### config.mk
export PLATFORM = sky130hd
export DESIGN_NAME = serial_adder
export DESIGN_NICKNAME = d
export VERILOG_FILES = /design/src/rtl/serial_adder_pkg.sv /design/src/rtl/serial_adder_full_adder.sv /design/src/rtl/serial_adder.sv
export SDC_FILE = /design/constraint.sdc
export NUM_CORES = 1
export LEC_CHECK = 0
export CAP_MARGIN = 20
export CORE_ASPECT_RATIO = 0.6
export CORE_MARGIN = 4
export CORE_UTILIZATION = 50
export CTS_CLUSTER_DIAMETER = 150
export CTS_CLUSTER_SIZE = 25
export DETAILED_ROUTE_END_ITERATION = 12
export PLACE_DENSITY_LB_ADDON = 0.3
export SLEW_MARGIN = 20
export SYNTH_ARGS = -nofsm -noshare
export SYNTH_HDL_FRONTEND = slang
export SYNTH_SLANG_ARGS = --single-unit
export TNS_END_PERCENT = 20
### constraint.sdc
create_clock -name clk -period 2.5 [get_ports clk]
set_input_delay 0.25 -clock clk [delete_from_list [all_inputs] [get_ports clk]]
set_output_delay 0.25 -clock clk [all_outputs]
set_load 0.05 [all_outputs]
### src/rtl/serial_adder_pkg.sv
// Shared constants and FSM state type for the bit-serial adder.
// Latency: n/a (declarations only).
// Backpressure: n/a (declarations only).
package serial_adder_pkg;

  // Default operand/sum width in bits.
  localparam int SA_WIDTH = 8;

  // Control FSM states.
  typedef enum logic [1:0] {
    IDLE  = 2'd0,
    SHIFT = 2'd1,
    DONE  = 2'd2
  } sa_state_t;

endpackage

### src/rtl/serial_adder_full_adder.sv
// One-bit full adder used as the serial adder's per-bit datapath.
// Latency: purely combinational, zero cycles.
// Backpressure: none; outputs follow inputs.
module full_adder (
  input  logic a,
  input  logic b,
  input  logic c,
  output logic sum,
  output logic cout
);

  assign sum  = a ^ b ^ c;
  assign cout = (a & b) | (b & c) | (c & a);

endmodule

### src/rtl/serial_adder.sv
// Bit-serial adder: adds a + b + cin one bit per clock, LSB first.
// Latency: done pulses WIDTH+1 clocks after the edge that samples start (busy for WIDTH cycles).
// Backpressure: start is only sampled in IDLE; requests during SHIFT/DONE are dropped.
module serial_adder
  import serial_adder_pkg::*;
#(
  parameter int WIDTH = SA_WIDTH
) (
  input  logic             clk,
  input  logic             rst_n,
  input  logic             start,
  input  logic [WIDTH-1:0] a,
  input  logic [WIDTH-1:0] b,
  input  logic             cin,
  output logic             busy,
  output logic             done,
  output logic [WIDTH-1:0] sum,
  output logic             cout
);

  localparam int              CW       = $clog2(WIDTH) + 1;
  localparam logic [CW-1:0]   LAST_BIT = CW'(WIDTH - 1);
  localparam logic [CW-1:0]   CNT_ONE  = CW'(1);

  sa_state_t        state;
  sa_state_t        state_nxt;

  logic [WIDTH-1:0] a_sh;
  logic [WIDTH-1:0] b_sh;
  logic             carry;
  logic [CW-1:0]    cnt;

  // Holds the WIDTH-1 sum bits already produced; the final bit comes
  // straight from the adder on the last SHIFT edge, so the full result
  // is {fa_sum, res_sh} at that moment.
  logic [WIDTH-2:0] res_sh;
  logic [WIDTH-1:0] res_cat;

  logic             fa_sum;
  logic             fa_cout;
  logic             capture;
  logic             last_bit;

  full_adder u_fa (
    .a    (a_sh[0]),
    .b    (b_sh[0]),
    .c    (carry),
    .sum  (fa_sum),
    .cout (fa_cout)
  );

  assign res_cat = {fa_sum, res_sh};

  // State register.
  always_ff @(posedge clk or negedge rst_n) begin
    if (!rst_n) begin
      state <= IDLE;
    end else begin
      state <= state_nxt;
    end
  end

  // Next-state decode plus busy/done and datapath strobes.
  always_comb begin
    state_nxt = state;
    busy      = 1'b0;
    done      = 1'b0;
    capture   = 1'b0;
    last_bit  = 1'b0;
    case (state)
      IDLE: begin
        if (start) begin
          capture   = 1'b1;
          state_nxt = SHIFT;
        end
      end
      SHIFT: begin
        busy = 1'b1;
        if (cnt == LAST_BIT) begin
          last_bit  = 1'b1;
          state_nxt = DONE;
        end
      end
      DONE: begin
        done      = 1'b1;
        state_nxt = IDLE;
      end
      default: begin
        state_nxt = IDLE;
      end
    endcase
  end

  // Operand capture, then one right shift per SHIFT cycle with carry update.
  always_ff @(posedge clk or negedge rst_n) begin
    if (!rst_n) begin
      a_sh   <= '0;
      b_sh   <= '0;
      carry  <= 1'b0;
      cnt    <= '0;
      res_sh <= '0;
    end else if (capture) begin
      a_sh   <= a;
      b_sh   <= b;
      carry  <= cin;
      cnt    <= '0;
      res_sh <= '0;
    end else if (busy) begin
      a_sh   <= a_sh >> 1;
      b_sh   <= b_sh >> 1;
      carry  <= fa_cout;
      res_sh <= res_cat[WIDTH-1:1];
      cnt    <= cnt + CNT_ONE;
    end
  end

  // Result registers update only on the final bit, so they hold the
  // previous answer throughout a new operation.
  always_ff @(posedge clk or negedge rst_n) begin
    if (!rst_n) begin
      sum  <= '0;
      cout <= 1'b0;
    end else if (last_bit) begin
      sum  <= res_cat;
      cout <= fa_cout;
    end
  end

endmodule

-- Yosys cells after proc, flatten, opt, wreduce, memory -nomap -nowiden
Cells that the tools add are included.
- mux-type cells: 19
- multipliers: 0
- reductions and logical operators: 3
- shifts and indexed selects: 0
- magnitude comparators: 0
- div/mod/pow operators: 0
- add/subtract/negate cells: 1
- equal/unequal tests: 5
- bitwise logic cells: 7
- operators by type and width (kind ; count):
    2-to-1 mux 8 bit ; 4
    2-to-1 mux 7 bit ; 2
    2-to-1 mux 1 bit ; 8
    2-to-1 mux 4 bit ; 2
    adder 4 x 1 -> 4 bit, second input constant ; 1
    == test 4 x 3 -> 1 bit, second input constant ; 1
    2-to-1 mux 2 bit ; 2
    != test 2 bit, second input constant ; 2
    one-hot mux 2 bit (2 select lines) ; 1
    bitwise AND 1 bit ; 3
    == test 2 x 1 -> 1 bit, second input constant ; 1
    == test 2 bit, second input constant ; 1
    logical NOT 2 bit ; 1
    bitwise OR 1 bit ; 2
    AND reduction 2 bit ; 1
    nonzero test 2 bit ; 1
    bitwise XOR 1 bit ; 2
- latch bits: 0
- bits in read-only memories: 0
- input port bits: 20
- word-level logic and storage cells: 43
- register bits: 39
- memories kept: 0
- RAM bits: 0
- output and inout port bits: 11

-- Logic depth before layout (Yosys ltp)
Gate-level depths: netlist (run 1).
- word-level depth: 5
- gate-level depth with buffers: 5
- depth with buffers taken out: 4

-- Cells and area by module
Synthesis (run 1) repeated with hierarchy kept, for this count alone.
- cell total of the unflattened synthesis: 164
- area, all modules: 1665.3 sq um
- by module, submodules not included (module ; instances ; cells each ; area each (sq um) ; seq. area each (sq um)):
    serial_adder ; 1 ; 163 ; 1645.3 ; 975.9
    full_adder ; 1 ; 1 ; 20.0 ; 0.0

-- Least setup slack after synthesis (run 1)
Ideal clock, no wire load.
- path kind: register -> output
- start point: reg state[1]
- end point: out done
- data required time: 2.250 ns
- stages on the path, launching flop included: 4
- arrival: 1.614 ns
- slack: 0.636 ns
- path buffers: 2
- cell sequence: dfrtp_1 -> clkbuf_1 -> clkbuf_1 -> nor2b_1
- longest elaborated chain between the ends: 2
- RTL lines (what ; line ; RTL):
    from (decl) ; serial_adder.sv:25 ; sa_state_t state;
    from (signal assigned) ; serial_adder.sv:59 ; state <= state_nxt;
    == test 2 bit ; serial_adder.sv:70 ; case (state)
    2-to-1 mux 1 bit ; serial_adder.sv:70 ;
    to (decl) ; serial_adder.sv:16 ; output logic done,
Every way passes these cells.

-- Worst setup path after layout (run 1)
- start point: reg state[0]
- end point: out busy
- longest elaborated chain between the ends: 2
- RTL lines (what ; line ; RTL):
    == test 2 x 1 -> 1 bit ; serial_adder.sv:70 ;
    2-to-1 mux 1 bit ; serial_adder.sv:70 ;
    to (decl) ; serial_adder.sv:15 ; output logic busy,
Every way passes these cells.

==> impl_metrics.ini, run 1 <==
[timing]
skew_ns = 0.00762
tns_ns = 0
finalSetupViolCount = 0
hold_ws_ns = 0.0410
worst_pin_slew_ns = 0.828
hold_violations = 0
max_freq_ghz = 0.465
timing.final.crit_share_pct = 86.1
slew-limit-headroom_pct = 44.8
drv_slew = 0
rsz0062_at_grt = no
fin_crit_ns = 2.15

[floorplanning]
die-area_sq_um = 4400
core_sq_um = 3240
die_w_um = 83.0
fp-row-count = 16
pin_count = 31
fp.dieH_um = 53.0
start_util_pct = 52.1

[yosys]
synth.area.top_cells = dfrtp_1 (58%), a22oi_1 (7.1%), mux2_2 (6.7%)
syn_avg_cell_area_sq_um = 11.5
yosys.area.top_type = dfrtp_1
syn_inst = 147
seq_area_frac_synth_pct = 57.8
netlist_area_sq_um = 1690
syn_nets = 169
async_flop_share_pct = 100
synth-main-ff-cell = dfrtp_1
synth_cell_type_count = 20
synth-edff-count = 0
ys_ff_latch = 39
yosysWarningCount = 0
yosys.area.top_type_share_pct = 57.8

[placement]
dp_hpwl_um = 2420
port_buffers = 30
globalplace.congestion = 0.770
dpl.cell_count = 217

[worst_setup_path]
regToRegSetupSlack_ns = 0.67
critPathMaxFanout = 17
reg2reg_depth = 3
arrival_ns = 1.90
cp-endpoint = busy
end_kind = primary output
cp-startpoint = state[0]
worstSetupStartpointType = flip-flop
crit_type = flip-flop to primary output
reg2reg_to = sum[7]
rr_startpoint = state[0]
crit_required_ns = 2.25

[worst_hold_path]
hold_class = input port to async pin

[layout]
fin_cells = 225
syn_to_final_growth_pct = 28.4
drive_gt1_share_pct = 15.0
final_nets = 201
antenna_cells = 0

[routing]
avgViaCountPerCell = 5.44
drtPass1Iterations = 4
drc = 0
ant_nets = 0
wl_per_cell_um = 15.7
dr_total_vias = 1224
drtIter0Drc = 92
finalWirelength_um = 3540

[clock_network]
htree_levels = 2
cts_setup_buffers = 0
clock-root-buffer = clkbuf_8
cts_inserted_buffers = 5
clkSinkCount = 39
post_cts_resized = 0
cts_buffer_depth = 2
cts_tree = done
clkTransAtPathRegs_ns = 0.08
holdBufCountCts = 0
clkLatencyLatePin_ns = 0.30

[pwr]
ir_worst_vdd_v = 0.000655
power_density_nw_per_um2 = 1330
total_leakage_power_nw = 0.924

[global_route]
grtUsageTotal_pct = 17.9
antenna_found_initial = 0
grt_max_degree = 40
grt_pass1_vias = 1232
grt_pass1_wl_um = 6000
gr-total-overflow = 0

[run]
cap_violations = 0

[run_status]
status = finished clean
stage by stage:
stage | power (mW) | setup WS (ns) | cell area, sq um | utilization (%)
3_3_place_gp | 2.21 | 0.695 | 2030 | 62.7
4_1_cts | 2.90 | 0.330 | 2170 | 66.9
6_report | 2.88 | 0.348 | 2170 | 66.9
3_5_place_dp | 2.27 | 0.617 | 2030 | 62.7
2_1_floorplan | 1.90 | 0.636 | 1690 | -
5_1_grt | 3.07 | 0.199 | 2170 | 66.9
state kept, by name, summed over array words and instances, names as in the netlist:
signal  count
a_sh        8
b_sh        8
carry       1
cnt         4
cout        1
res_sh      7
state       2
sum         8
power breakdown:
group          internal, mW  total [mW]  leakage (nW)  switching, mW
Combinational         0.490        1.14         0.350          0.650
Sequential            0.888        1.11         0.509          0.222
Clock                 0.398       0.633        0.0644          0.235
Total                  1.78        2.88         0.924           1.11
layer usage:
metal / global-route usage (%) / vias to the layer above / routed length, um / part of all wire, %
met2: 29.0 / 35 / 1690 / 48
met1: 23.1 / 588 / 1600 / 45
met3: 4.35 / 6 / 172 / 4.9
li1: - / 595 / - / -
met5: 0 / - / 0 / 0
met4: 8.42 / 0 / 74 / 2.1
layout by cell type, fill, tap and decap left out:
master | Yosys | final
fa_1 | 1 | 1
a22oi_1 | 16 | 16
buf_4 | 0 | 5
nand3_1 | 1 | 1
mux2_2 | 10 | 10
dfrtp_1 | 39 | 39
a21oi_1 | 11 | 11
o31ai_1 | 1 | 1
nor3_4 | 1 | 1
clkinvlp_4 | 0 | 1
bufinv_16 | 0 | 2
nor2_1 | 2 | 2
and2_1 | 1 | 1
o21bai_2 | 1 | 1
ha_1 | 1 | 1
nand2_1 | 11 | 11
buf_2 | 1 | 1
o21ai_0 | 18 | 18
clkbuf_8 | 0 | 5
a22o_1 | 9 | 9
clkinv_1 | 1 | 1
clkdlybuf4s50_1 | 0 | 28
nand2b_2 | 1 | 1
nor2b_1 | 13 | 13
cell families after synthesis:
group                    count (synthesis)  share of synthesized area [%]
AO/OA/AOI/OAI                           56                           21.5
flip-flops                              39                           57.8
AND/OR/NAND/NOR                         30                           9.85
buffers and inverters                   10                           2.30
multiplexers                            10                           6.67
adder cells (fa/ha/maj)                  2                           1.93
critical path, stage by stage, from the launching register on:
cell and delay [ns]:
dfrtp_1 0.58, nand2b_2 0.23, clkinv_1 0.43, buf_4 0.37
area by class of cell:
| class | count | area, sq um |
|---|---|---|
| well taps | 45 | 56.3 |
| fillers | 252 | 1070 |
| repair buffers | 34 | 323 |
| clock inverters | 3 | 67.6 |
| flip-flops and latches | 39 | 976 |
| clock buffers | 5 | 68.8 |
| inverters | 1 | 3.75 |
| multi-input cells | 98 | 674 |
cells in the mapped netlist (2+ instances only):
| cell | n |
|---|---|
| dfrtp_1 | 39 |
| o21ai_0 | 18 |
| a22oi_1 | 16 |
| nor2b_1 | 13 |
| a21oi_1 | 11 |
| nand2_1 | 11 |
| mux2_2 | 10 |
| a22o_1 | 9 |
| clkbuf_1 | 8 |
| nor2_1 | 2 |
worst min path at each step:
stage                from  endpoint  depth (start not counted)
finish              rst_n    sum[5]                          1
global route        rst_n    sum[5]                          1
CTS                 rst_n    sum[5]                          1
detailed placement  rst_n    sum[5]                          1
global placement    rst_n    sum[5]                          1
floorplan           rst_n   a_sh[0]                          0
Note: power is estimated with default switching activity, not from simulation.
==> inputs of run 2 (changes only) <==
--- a/config.mk
+++ b/config.mk
@@ -8,7 +8,7 @@
 export CAP_MARGIN = 20
 export CORE_ASPECT_RATIO = 0.6
 export CORE_MARGIN = 4
-export CORE_UTILIZATION = 50
+export CORE_UTILIZATION = 55
 export CTS_CLUSTER_DIAMETER = 150
 export CTS_CLUSTER_SIZE = 25
 export DETAILED_ROUTE_END_ITERATION = 12
==> run 2 against run 1 <==
Against the previous run: wire length up 3.5%; die area down 8.0%; setup slack better by 0.11 ns; global-route usage increased by 3.3 points; first-iteration DRC count increased by 4.3%; via count increased by 2.0%; fmax rose by 5.6%; register-to-register slack improved by 0.13 ns.
==> impl_metrics.ini, run 2 (synthesis results as in run 1) <==
[run_status]
status = finished clean

[clock_network]
cts_inserted_buffers = 5
cts_buffer_depth = 2
cts_tree = done
clkLatencyLatePin_ns = 0.30
clkTransAtPathRegs_ns = 0.08
htree_levels = 2
clkSinkCount = 39
holdBufCountCts = 0
cts_setup_buffers = 0
post_cts_resized = 0
clock-root-buffer = clkbuf_8

[routing]
drtIter0Drc = 96
drtPass1Iterations = 4
ant_nets = 0
finalWirelength_um = 3670
topRoutingLayerUsed = met4
drc = 0
avgViaCountPerCell = 5.62
wl_per_cell_um = 16.5
route.met3.wl_um = 224
dr_total_vias = 1248
m1WireLength_um = 1770
route.met2.wl_um = 1580

[global_route]
gr-total-overflow = 0
grt_max_degree = 40
grtUsageTotal_pct = 21.2
grt_pass1_vias = 1271
grt_pass1_wl_um = 6230
antenna_found_initial = 0

[pwr]
p_sw_share_pct = 40.2
p_seq_share_pct = 39.2
power_density_nw_per_um2 = 1310
ir_worst_vdd_v = 0.000893
total_leakage_power_nw = 0.917
p_switching_mw = 1.13
p_clk_share_pct = 18.7
intPower_mw = 1.68
comb_power_share_pct = 42.1

[worst_setup_path]
arrival_ns = 1.79
cp_cell_sequence = nand2b_2, clkinv_1, buf_4
end_kind = primary output
slowest_stage = dfrtp_1
regToRegSetupSlack_ns = 0.80
crit_required_ns = 2.25
crit_path_max_incr_delay_ns = 0.46
critPathMaxFanout = 17
worstSetupStartpointType = flip-flop
crit_type = flip-flop to primary output

[floorplanning]
die-area_sq_um = 4050
pin_count = 31
die_w_um = 79.5
fp.dieH_um = 50.9
core_sq_um = 2910
fp-row-count = 15
start_util_pct = 58.1

[run]
cap_violations = 0

[timing]
rsz0062_at_grt = no
timing.final.crit_share_pct = 81.5
max_freq_ghz = 0.491
drv_slew = 0
fin_crit_ns = 2.04
slew-limit-headroom_pct = 43.1
finalSetupViolCount = 0
worst_pin_slew_ns = 0.853
skew_ns = 0.00949
hold_violations = 0
tns_ns = 0

[placement]
port_buffers = 30
dpl.cell_count = 214
dpl_cell_area_sq_um = 2030
dp_hpwl_um = 2540
globalplace.congestion = 0.767

[layout]
syn_to_final_growth_pct = 26.8
fin_area_sq_um = 2140
final_common_cell = dfrtp_1
final_cell_mix = dfrtp_1 (39), clkdlybuf4s50_1 (28), o21ai_0 (18)
reg.largest.list = a_sh (8), b_sh (8), sum (8)
final_nets = 201
fin_cells = 222
drive_gt1_share_pct = 15.0
antenna_cells = 0

[worst_hold_path]
hold_class = input port to async pin
[run 2: cell types whose count changed in the layout (fill, tap and decap cells not counted), sizes merged]
cell	change
clkinvlp	-1
clkinv	+2
bufinv	-1
[run 2: final timing paths]
path	startpoint	to	depth (start not counted)
worst max-delay path	state[1]	busy	3
worst min-delay path	rst_n	sum[6]	1
worst max register to register	state[1]	sum[0]	3
worst min register to register	b_sh[3]	b_sh[3]	2
max in group asynchronous	rst_n	a_sh[7]	1
min in group clk	b_sh[3]	b_sh[3]	2
[run 2: power groups by stage]
stage                     Clock, mW  Combinational (mW)  Sequential [mW]
after floorplan                   0               0.636             1.26
after global placement            0                1.13             1.09
after detailed placement          0                1.19             1.11
after CTS                     0.533                1.19             1.10
after global routing          0.573                1.29             1.14
final                         0.526                1.19             1.10
[run 2: area by class of cell]
class	instances	area, sq um
clock buffers	5	68.8
clock inverters	3	43.8
fillers	193	767
inverters	1	3.75
multi-input cells	98	674
flip-flops and latches	39	976
well taps	42	52.6
repair buffers	34	323
[run 2: per-layer routing]
metal  track usage [%]  vias to the layer above
li1                  -                      598
met1              29.5                      605
met2              29.5                       38
met3              5.63                        7
met4              12.9                        0
met5                 0                        -
[run 2: worst max-delay path: cells and delay by family, from the launching register on]
family | cells | cell delay (ns)
buffers and inverters | 2 | 0.80
AND/OR/NAND/NOR | 1 | 0.23
flip-flops | 1 | 0.46
[run 2: through the flow]
stage	util (%)	hold WS, ns	power [mW]	setup WS (ns)
floorplan	-	-0.0456	1.90	0.636
global placement	69.8	0.390	2.22	0.701
detailed placement	69.8	0.396	2.30	0.572
CTS	73.6	0.0657	2.82	0.477
global route	73.6	0.103	3.00	0.340
finish	73.6	0.0464	2.82	0.462
